File: config.mk
export PLATFORM = sky130hd
export DESIGN_NAME = alu_sequencer
export DESIGN_NICKNAME = d
export VERILOG_FILES = /design/src/rtl/gb_alu_pkg.sv /design/src/rtl/alu_flag_compose.sv /design/src/rtl/alu_sequencer.sv
export SDC_FILE = /design/constraint.sdc
export NUM_CORES = 1
export LEC_CHECK = 0
export ABC_AREA = 1
export CAP_MARGIN = 20
export CORE_MARGIN = 2
export CORE_UTILIZATION = 60
export DETAILED_ROUTE_END_ITERATION = 7
export DONT_BUFFER_PORTS = 1
export PLACE_DENSITY = 0.81
export SYNTH_ARGS = -nofsm -noshare
export SYNTH_HDL_FRONTEND = slang
export SYNTH_HIERARCHICAL = 1
export SYNTH_SLANG_ARGS = --single-unit
File: constraint.sdc
create_clock -name clk -period 3.2 [get_ports clk]
set_input_delay 0.96 -clock clk [delete_from_list [all_inputs] [get_ports clk]]
set_output_delay 0.96 -clock clk [all_outputs]
set_load 0.01 [all_outputs]
File: src/rtl/gb_alu_pkg.sv
// Shared definitions for the Game Boy ALU path: command codes, flag bit
// positions, sequencer state encoding and the latched request payload.
package gb_alu_pkg;

    localparam int unsigned DATA_W = 8;
    localparam int unsigned WIDE_W = 16;
    localparam int unsigned FLAG_W = 4;
    localparam int unsigned CMD_W  = 3;

    localparam logic [CMD_W-1:0] CMD_ADD = 3'b000;
    localparam logic [CMD_W-1:0] CMD_ADC = 3'b001;
    localparam logic [CMD_W-1:0] CMD_SUB = 3'b010;
    localparam logic [CMD_W-1:0] CMD_SBC = 3'b011;
    localparam logic [CMD_W-1:0] CMD_AND = 3'b100;
    localparam logic [CMD_W-1:0] CMD_XOR = 3'b101;
    localparam logic [CMD_W-1:0] CMD_OR  = 3'b110;
    localparam logic [CMD_W-1:0] CMD_CP  = 3'b111;

    localparam int unsigned FLAG_Z = 3;
    localparam int unsigned FLAG_N = 2;
    localparam int unsigned FLAG_H = 1;
    localparam int unsigned FLAG_C = 0;

    typedef enum logic [2:0] {
        ST_IDLE    = 3'd0,
        ST_P_LO    = 3'd1,
        ST_P_HI    = 3'd2,
        ST_P_CARRY = 3'd3,
        ST_DONE    = 3'd4,
        ST_ERR     = 3'd5
    } seq_state_e;

    typedef struct packed {
        logic [CMD_W-1:0]  cmd;
        logic              wide;
        logic [WIDE_W-1:0] a;
        logic [WIDE_W-1:0] b;
    } alu_req_t;

    // Carry-using and compare commands run on the plain ALU add/subtract.
    function automatic logic [CMD_W-1:0] base_cmd(input logic [CMD_W-1:0] cmd);
        case (cmd)
            CMD_ADC: base_cmd = CMD_ADD;
            CMD_SBC: base_cmd = CMD_SUB;
            CMD_CP:  base_cmd = CMD_SUB;
            default: base_cmd = cmd;
        endcase
    endfunction

endpackage

File: src/rtl/alu_flag_compose.sv
// Combinational Game Boy flag composition from the final pass result and the
// accumulated half-carry / carry of all passes.
module alu_flag_compose
    import gb_alu_pkg::*;
(
    input  logic [CMD_W-1:0]  cmd_i,
    input  logic              wide_i,
    input  logic [DATA_W-1:0] r_i,
    input  logic              h_i,
    input  logic              c_i,
    input  logic              z_prev_i,
    output logic [FLAG_W-1:0] flags_c_o
);

    logic r_zero;

    always_comb begin
        flags_c_o = '0;
        r_zero    = (r_i == '0);
        case (cmd_i)
            CMD_ADD, CMD_ADC: begin
                // 16-bit ADD leaves Z alone.
                flags_c_o[FLAG_Z] = wide_i ? z_prev_i : r_zero;
                flags_c_o[FLAG_H] = h_i;
                flags_c_o[FLAG_C] = c_i;
            end
            CMD_SUB, CMD_SBC, CMD_CP: begin
                flags_c_o[FLAG_Z] = r_zero;
                flags_c_o[FLAG_N] = 1'b1;
                flags_c_o[FLAG_H] = h_i;
                flags_c_o[FLAG_C] = c_i;
            end
            CMD_AND: begin
                flags_c_o[FLAG_Z] = r_zero;
                flags_c_o[FLAG_H] = 1'b1;
            end
            default: begin
                flags_c_o[FLAG_Z] = r_zero;
            end
        endcase
    end

endmodule

File: src/rtl/alu_sequencer.sv
// Multi-pass controller in front of the 8-bit ALU: builds ADC/SBC and 16-bit
// ADD from chained passes and owns the architectural {Z,N,H,C} register.
module alu_sequencer
    import gb_alu_pkg::*;
#(
    parameter logic [3:0] F_INIT = 4'b1011
) (
    input  logic              clk,
    input  logic              rst_n,
    input  logic              req_valid,
    output logic              req_ready,
    input  logic [CMD_W-1:0]  req_cmd,
    input  logic              req_wide,
    input  logic [WIDE_W-1:0] req_a,
    input  logic [WIDE_W-1:0] req_b,
    output logic              rsp_valid,
    output logic              rsp_err,
    output logic [WIDE_W-1:0] rsp_result,
    output logic              flag_z,
    output logic              flag_n,
    output logic              flag_h,
    output logic              flag_c,
    input  logic              flags_we,
    input  logic [FLAG_W-1:0] flags_wdata,
    output logic [DATA_W-1:0] alu_op1,
    output logic [DATA_W-1:0] alu_op2,
    output logic [CMD_W-1:0]  alu_cmd,
    input  logic [DATA_W-1:0] alu_result,
    input  logic              alu_z,
    input  logic              alu_h,
    input  logic              alu_c
);

    seq_state_e        state_q, state_d;
    alu_req_t          req_q, req_d;
    logic              cin_q, cin_d;
    logic [DATA_W-1:0] res_lo_q, res_lo_d;
    logic              c_lo_q, c_lo_d;
    logic              h1_q, h1_d;
    logic              c1_q, c1_d;
    logic [FLAG_W-1:0] flags_q, flags_d;
    logic              req_ready_q, req_ready_d;
    logic              rsp_valid_q, rsp_valid_d;
    logic              rsp_err_q, rsp_err_d;
    logic [WIDE_W-1:0] rsp_result_q, rsp_result_d;
    logic [DATA_W-1:0] op1_q, op1_d;
    logic [DATA_W-1:0] op2_q, op2_d;
    logic [CMD_W-1:0]  cmd_q, cmd_d;

    logic              fc_h, fc_c;
    logic [FLAG_W-1:0] fc_flags;
    logic [WIDE_W-1:0] fin_result;
    logic              need_carry;

    // Z is recomputed from the final composed byte, so the ALU zero flag is not needed.
    logic unused_alu_z;
    assign unused_alu_z = alu_z;

    alu_flag_compose u_flag_compose (
        .cmd_i     (req_q.cmd),
        .wide_i    (req_q.wide),
        .r_i       (alu_result),
        .h_i       (fc_h),
        .c_i       (fc_c),
        .z_prev_i  (flags_q[FLAG_Z]),
        .flags_c_o (fc_flags)
    );

    always_ff @(posedge clk or negedge rst_n) begin
        if (!rst_n) begin
            state_q      <= ST_IDLE;
            req_q        <= '0;
            cin_q        <= 1'b0;
            res_lo_q     <= '0;
            c_lo_q       <= 1'b0;
            h1_q         <= 1'b0;
            c1_q         <= 1'b0;
            flags_q      <= F_INIT;
            req_ready_q  <= 1'b1;
            rsp_valid_q  <= 1'b0;
            rsp_err_q    <= 1'b0;
            rsp_result_q <= '0;
            op1_q        <= '0;
            op2_q        <= '0;
            cmd_q        <= CMD_ADD;
        end else begin
            state_q      <= state_d;
            req_q        <= req_d;
            cin_q        <= cin_d;
            res_lo_q     <= res_lo_d;
            c_lo_q       <= c_lo_d;
            h1_q         <= h1_d;
            c1_q         <= c1_d;
            flags_q      <= flags_d;
            req_ready_q  <= req_ready_d;
            rsp_valid_q  <= rsp_valid_d;
            rsp_err_q    <= rsp_err_d;
            rsp_result_q <= rsp_result_d;
            op1_q        <= op1_d;
            op2_q        <= op2_d;
            cmd_q        <= cmd_d;
        end
    end

    // Final pass results are composed on the way into DONE so that rsp_valid,
    // rsp_result and the flags all become visible in the DONE cycle.
    always_comb begin
        state_d      = state_q;
        req_d        = req_q;
        cin_d        = cin_q;
        res_lo_d     = res_lo_q;
        c_lo_d       = c_lo_q;
        h1_d         = h1_q;
        c1_d         = c1_q;
        flags_d      = flags_q;
        rsp_valid_d  = 1'b0;
        rsp_err_d    = 1'b0;
        rsp_result_d = rsp_result_q;
        op1_d        = op1_q;
        op2_d        = op2_q;
        cmd_d        = CMD_ADD;
        fc_h         = alu_h;
        fc_c         = alu_c;
        need_carry   = req_q.wide || (req_q.cmd == CMD_ADC) || (req_q.cmd == CMD_SBC);

        if (req_q.wide) begin
            fin_result = {alu_result, res_lo_q};
        end else if (req_q.cmd == CMD_CP) begin
            fin_result = {8'h00, req_q.a[7:0]};
        end else begin
            fin_result = {8'h00, alu_result};
        end

        case (state_q)
            ST_IDLE: begin
                if (flags_we) begin
                    flags_d = flags_wdata;
                end
                if (req_valid) begin
                    req_d = '{cmd: req_cmd, wide: req_wide, a: req_a, b: req_b};
                    cin_d = flags_we ? flags_wdata[FLAG_C] : flags_q[FLAG_C];
                    if (req_wide && (req_cmd != CMD_ADD)) begin
                        state_d     = ST_ERR;
                        rsp_valid_d = 1'b1;
                        rsp_err_d   = 1'b1;
                    end else if (req_wide) begin
                        state_d = ST_P_LO;
                        op1_d   = req_a[7:0];
                        op2_d   = req_b[7:0];
                    end else begin
                        state_d = ST_P_HI;
                        op1_d   = req_a[7:0];
                        op2_d   = req_b[7:0];
                        cmd_d   = base_cmd(req_cmd);
                    end
                end
            end
            ST_P_LO: begin
                res_lo_d = alu_result;
                c_lo_d   = alu_c;
                state_d  = ST_P_HI;
                op1_d    = req_q.a[15:8];
                op2_d    = req_q.b[15:8];
            end
            ST_P_HI: begin
                h1_d = alu_h;
                c1_d = alu_c;
                if (need_carry) begin
                    state_d = ST_P_CARRY;
                    op1_d   = alu_result;
                    op2_d   = {7'b0, (req_q.wide ? c_lo_q : cin_q)};
                    cmd_d   = (req_q.cmd == CMD_SBC) ? CMD_SUB : CMD_ADD;
                end else begin
                    state_d      = ST_DONE;
                    rsp_valid_d  = 1'b1;
                    rsp_result_d = fin_result;
                    flags_d      = fc_flags;
                end
            end
            ST_P_CARRY: begin
                fc_h         = h1_q | alu_h;
                fc_c         = c1_q | alu_c;
                state_d      = ST_DONE;
                rsp_valid_d  = 1'b1;
                rsp_result_d = fin_result;
                flags_d      = fc_flags;
            end
            ST_DONE: state_d = ST_IDLE;
            ST_ERR:  state_d = ST_IDLE;
            default: state_d = ST_IDLE;
        endcase

        req_ready_d = (state_d == ST_IDLE);
    end

    assign req_ready  = req_ready_q;
    assign rsp_valid  = rsp_valid_q;
    assign rsp_err    = rsp_err_q;
    assign rsp_result = rsp_result_q;
    assign flag_z     = flags_q[FLAG_Z];
    assign flag_n     = flags_q[FLAG_N];
    assign flag_h     = flags_q[FLAG_H];
    assign flag_c     = flags_q[FLAG_C];
    assign alu_op1    = op1_q;
    assign alu_op2    = op2_q;
    assign alu_cmd    = cmd_q;

endmodule
Yosys cells after proc, flatten, opt, wreduce, memory -nomap -nowiden. Cells that the tools add are included.

Word-level logic and storage cells: 96. Output and inout port bits: 42. Flip-flop bits (word level): 93.

Reductions and logical operators: 19. Multiplexer cells: 41. Bitwise gates (word level): 2. Equality and inequality tests: 16.

Operators with widths (count): two-way mux 8 bit (7); case mux 8 bit (3 select lines) (2); two-way mux 16 bit (2); case mux 16 bit (2 select lines) (1); two-way mux 3 bit (6); equality test 3 x 2 -> 1 bit (second input constant) (5); two-way mux 1 bit (12); case mux 3 bit (2 select lines) (2); case mux 3 bit (4 select lines) (1); case mux 4 bit (3 select lines) (1); inequality test 2 bit (second input constant) (5); equality test 3 x 1 -> 1 bit (second input constant) (3); equality test 3 bit (second input constant) (3); logical NOT 3 bit (3); nonzero test 3 bit (3); logical NOT 8 bit (1); two-way mux 4 bit (2); two-way mux 2 bit (3); OR reduction 5 bit (1); AND reduction 2 bit (2); AND reduction 4 bit (1); OR reduction 2 bit (2); case mux 1 bit (3 select lines) (1); AND reduction 3 bit (1); other kinds (6) (8).

Depth between registers and ports, before layout.
Depth in word-level cells: 7. Mapped depth: 11. Gate-level depth less buffers: 9.

By module. Netlist, hierarchy kept.

Modules (own cells, without submodules): alu_sequencer (area each 3873.7 um2, cells an instance 488, instances 1, sequential area each 2132.0 um2); alu_flag_compose (area each 82.6 um2, cells an instance 20, instances 1, sequential area each 0.0 um2).

Least setup slack after synthesis. OpenSTA, ideal clock, no wires.

Kind: input to register. Start: input port req_cmd[1]. End: register op1_q[6], in the netlist alu_op1[6]. Arrival time: 1598 ps. Stages: 7. Path slack: 1485 ps. Path buffers: 1. Required time: 3084 ps. Cells stage by stage: nor2_1 nand3_1 nand2_1 nand2_4 buf_2 nand2_1 nand2_1.

Longest elaborated chain between the ends: 4.

RTL lines: from (decl) (line alu_sequencer.sv:12) `input logic [CMD_W-1:0] req_cmd,`; nonzero test 3 bit (line alu_sequencer.sv:142) `if (req_wide && (req_cmd != CMD_ADD)) begin`; logical AND 1 bit (line alu_sequencer.sv:142); inequality test 2 bit (no line); AND reduction 4 bit (no line); to (signal assigned) (line alu_sequencer.sv:99) `op1_q <= op1_d;`; to (decl) (line alu_sequencer.sv:46) `logic [DATA_W-1:0] op1_q, op1_d;`.

No other way between the ends. A chain may end at the register's enable or synchronous reset.

Final worst setup path.
Start: register state_q[2]. End: register op1_q[6], in the netlist alu_op1[6].

Longest elaborated chain between the ends: 3. Elaborated cells on any way between the ends: 9. Classes of those cells: eq/ne: 5; mux: 1; reduce/logical: 3.

RTL lines: from (decl) (line alu_sequencer.sv:34) `seq_state_e state_q, state_d;`; from (signal assigned) (line alu_sequencer.sv:87) `state_q <= state_d;`; equality test 3 x 2 -> 1 bit, or another cell as far along (line alu_sequencer.sv:134) `case (state_q)`; inequality test 2 bit (no line) or nonzero test 3 bit (tied branches); AND reduction 4 bit (no line).

Several ways; a longest one is shown, not always the timed one.

==> flow_summary.ini <==
[clock_network]
clk_path_buf_depth = 2
htreeDepth = 3
cts_setup_buffers = 0
clk_pin_slew_worst_paths_ps = 80
cts-buffers-inserted = 9
cts_tree = done
cts-hold-fix-buffers = 0
clock-sinks = 85
clkLatencyLatePin_ps = 350
cts-root-buf = clkbuf_8
cts_resized = 0

[detailed_routing]
wire_per_inst_um = 15.65
dr_total_vias = 3245
firstDrtPassIters = 5
via_per_inst = 5.595
wirelength_um = 9077
antenna_left = 0
initialDrtViolationCount = 324
drc = 0

[place]
place.gp.congestion = 0.8921
io_buffers = 0
place_ws_ps = 1139
dp_cells = 566
hpwl_um = 6202

[global_route]
antenna_found_initial = 0
grt_pass1_vias = 3146
grt_max_degree = 86
gr-total-overflow = 0
grt_pass1_wl_um = 15200
grt_use_total_pct = 26.80

[logic_synthesis]
syn_area_sq_um = 3956
synth-seq-area-share_pct = 53.89
ys_warn_count = 6
ys_ff_latch = 85
avgSynthCellArea_sq_um = 7.788
yosysUniqueCellTypes = 26
syn_nets = 563
synth_cells = 508

[sta]
max_slew_margin_pct = 34.09
fin_setup_tns_ps = 0
rsz0062_at_grt = false
finalCritPeriodShare_pct = 62.86
tightest_slew_ps = 986.3
worst_slack_ps = 1189
min_period_ps = 2011
drv_slew = 0
hold_violations = 0
fmax_ghz = 0.4972
clock_skew_ps = 11.20
setup_viol = 0

[cells_and_area]
drive_gt1_share_pct = 6.163
area_growth_pct = 5.250
instances_no_fill = 580
seq_area_sq_um = 2132
antenna_cells = 0
fill_cells = 543
nets = 555
multi_input_area_sq_um = 1610

[worst_setup_path]
worstPathMaxFanout = 32
setup.worst_path.class = register to register
crit_required_ps = 3500
r2r-start = state_q[2]$_DFF_PN0_
path_cells = nor2_2 > nand2_2 > buf_4 > inv_1 > nand2_1 > nand3_1 > nand2_1 > nand2_1
worstRegToRegCells = 8
cp.arrival_ps = 2310
cp-start-kind = register
critical_path.slowest_cell = inv_1
end_kind = register
crit_top_cell = nand2_1
cp_slowest_stage_delay_ps = 640
worstReg2RegEnd = alu_op1[6]$_DFFE_PN0P_
r2r_slack_ps = 1190

[floorplan]
coreArea_sq_um = 6350
initial_utilization_pct = 62.31
die_x_um = 85.20
io_pins = 97
die_h_um = 85.20
die_area_sq_um = 7259
placement_rows = 29

[job]
drv_cap = 0

[power]
pwr_density_cell_nw_per_um2 = 1057
p_leak_nw = 2.207
ir_drop_mv = 0.5798
fin_total_pwr_mw = 4.402

[run_status]
status = finished, final reports clean

[min_path]
hold_path.class = input port to async pin
-- routing by layer --
metal	vias up	wire (um)	global-route usage (%)
met1	1522	3828	36.30
met5	-	0	0
met2	130	4304	42.12
li1	1580	-	-
met3	13	809	6.907
met4	0	134	9.812
-- cells in the final DEF (no fill, tap or decap), drive strengths merged --
| master | n |
|---|---|
| a21oi | 1 |
| clkbuf | 12 |
| dfrtp | 81 |
| bufinv | 2 |
| dfstp | 4 |
| nor2 | 19 |
| and3 | 1 |
| nand2 | 257 |
| o31ai | 1 |
| nand3 | 52 |
| a21boi | 4 |
| o22ai | 1 |
| buf | 4 |
| o21ai | 30 |
| inv | 26 |
| nand4 | 8 |
-- power by group --
group          switching [mW]  internal (mW)
Clock                   0.359          0.433
Combinational            1.06          0.502
Sequential              0.464           1.59
-- worst max-delay path by stage --
stage,startpoint,endpoint,slack (ps),cells after the start
after floorplan,req_cmd[1],alu_op1[6]$_DFFE_PN0P_,1490,7
after global placement,req_valid,cin_q$_DFFE_PN0P_,1150,2
after detailed placement,req_valid,cin_q$_DFFE_PN0P_,1140,2
after CTS,state_q[2]$_DFF_PN0_,alu_op1[6]$_DFFE_PN0P_,1190,8
after global routing,state_q[2]$_DFF_PN0_,alu_op2[6]$_DFFE_PN0P_,960,8
final,state_q[2]$_DFF_PN0_,alu_op1[6]$_DFFE_PN0P_,1190,8
-- cells by family (layout without fill, tap and decap cells) --
family | count (synthesis) | in the layout | synth area share, %
AOI/OAI and AO/OA | 37 | 37 | 5.028
DFF | 85 | 85 | 53.89
and+or+nand+nor | 337 | 337 | 35.61
buffers and inverters | 49 | 44 | 5.471
-- registers in the layout, indices dropped and copies added, names as in the netlist, 3 cells and up --
signal and flops:
alu_cmd 3, req_q 28, flags_q 4, alu_op1 8, state_q 3, rsp_result 16, alu_op2 8, res_lo_q 8
-- worst max-delay path, delay by kind of cell, from the launching register on --
| family | cells | cell delay, ps |
|---|---|---|
| flip-flops | 1 | 450 |
| AND/OR/NAND/NOR | 6 | 650 |
| buffers and inverters | 2 | 850 |
-- layout make-up --
cell class / count / area share [%]
multi-input cells: 374 / 38.67
inverters: 26 / 2.404
flip-flops and latches: 85 / 51.20
clock buffers: 12 / 3.245
repair buffers: 4 / 0.7212
clock inverters: 2 / 1.442
well taps: 77 / 2.314
-- cell usage after synthesis --
cell type / number / area [sq um]
nand2_1: 251 / 942.2
dfrtp_1: 81 / 2027
nand3_1: 52 / 260.3
o21ai_0: 28 / 140.1
inv_1: 24 / 90.09
nor2_1: 16 / 60.06
buf_2: 15 / 75.07
nand4_1: 8 / 50.05
clkbuf_1: 5 / 18.77
a21boi_0: 4 / 30.03
dfstp_2: 4 / 105.1
nand2_2: 3 / 18.77
nand2_4: 3 / 33.78
o21ai_1: 2 / 10.01
a21oi_1: 1 / 5.000
and3_1: 1 / 6.260
buf_1: 1 / 3.750
buf_4: 1 / 7.510
buf_6: 1 / 11.26
inv_2: 1 / 3.750
inv_4: 1 / 6.260
nor2_2: 1 / 6.260
nor2_4: 1 / 11.26
nor2_8: 1 / 20.02
o22ai_1: 1 / 6.260
o31ai_1: 1 / 7.510
-- stage by stage --
stage	util [%]	hold slack, ps	area (sq um)
floorplan	-	442.0	3956
global placement	62.50	453.7	3969
detailed placement	62.50	459.2	3969
CTS	65.58	285.3	4164
global route	65.58	278.7	4164
finish	65.58	292.3	4164
(Power assumes the default switching activity.)
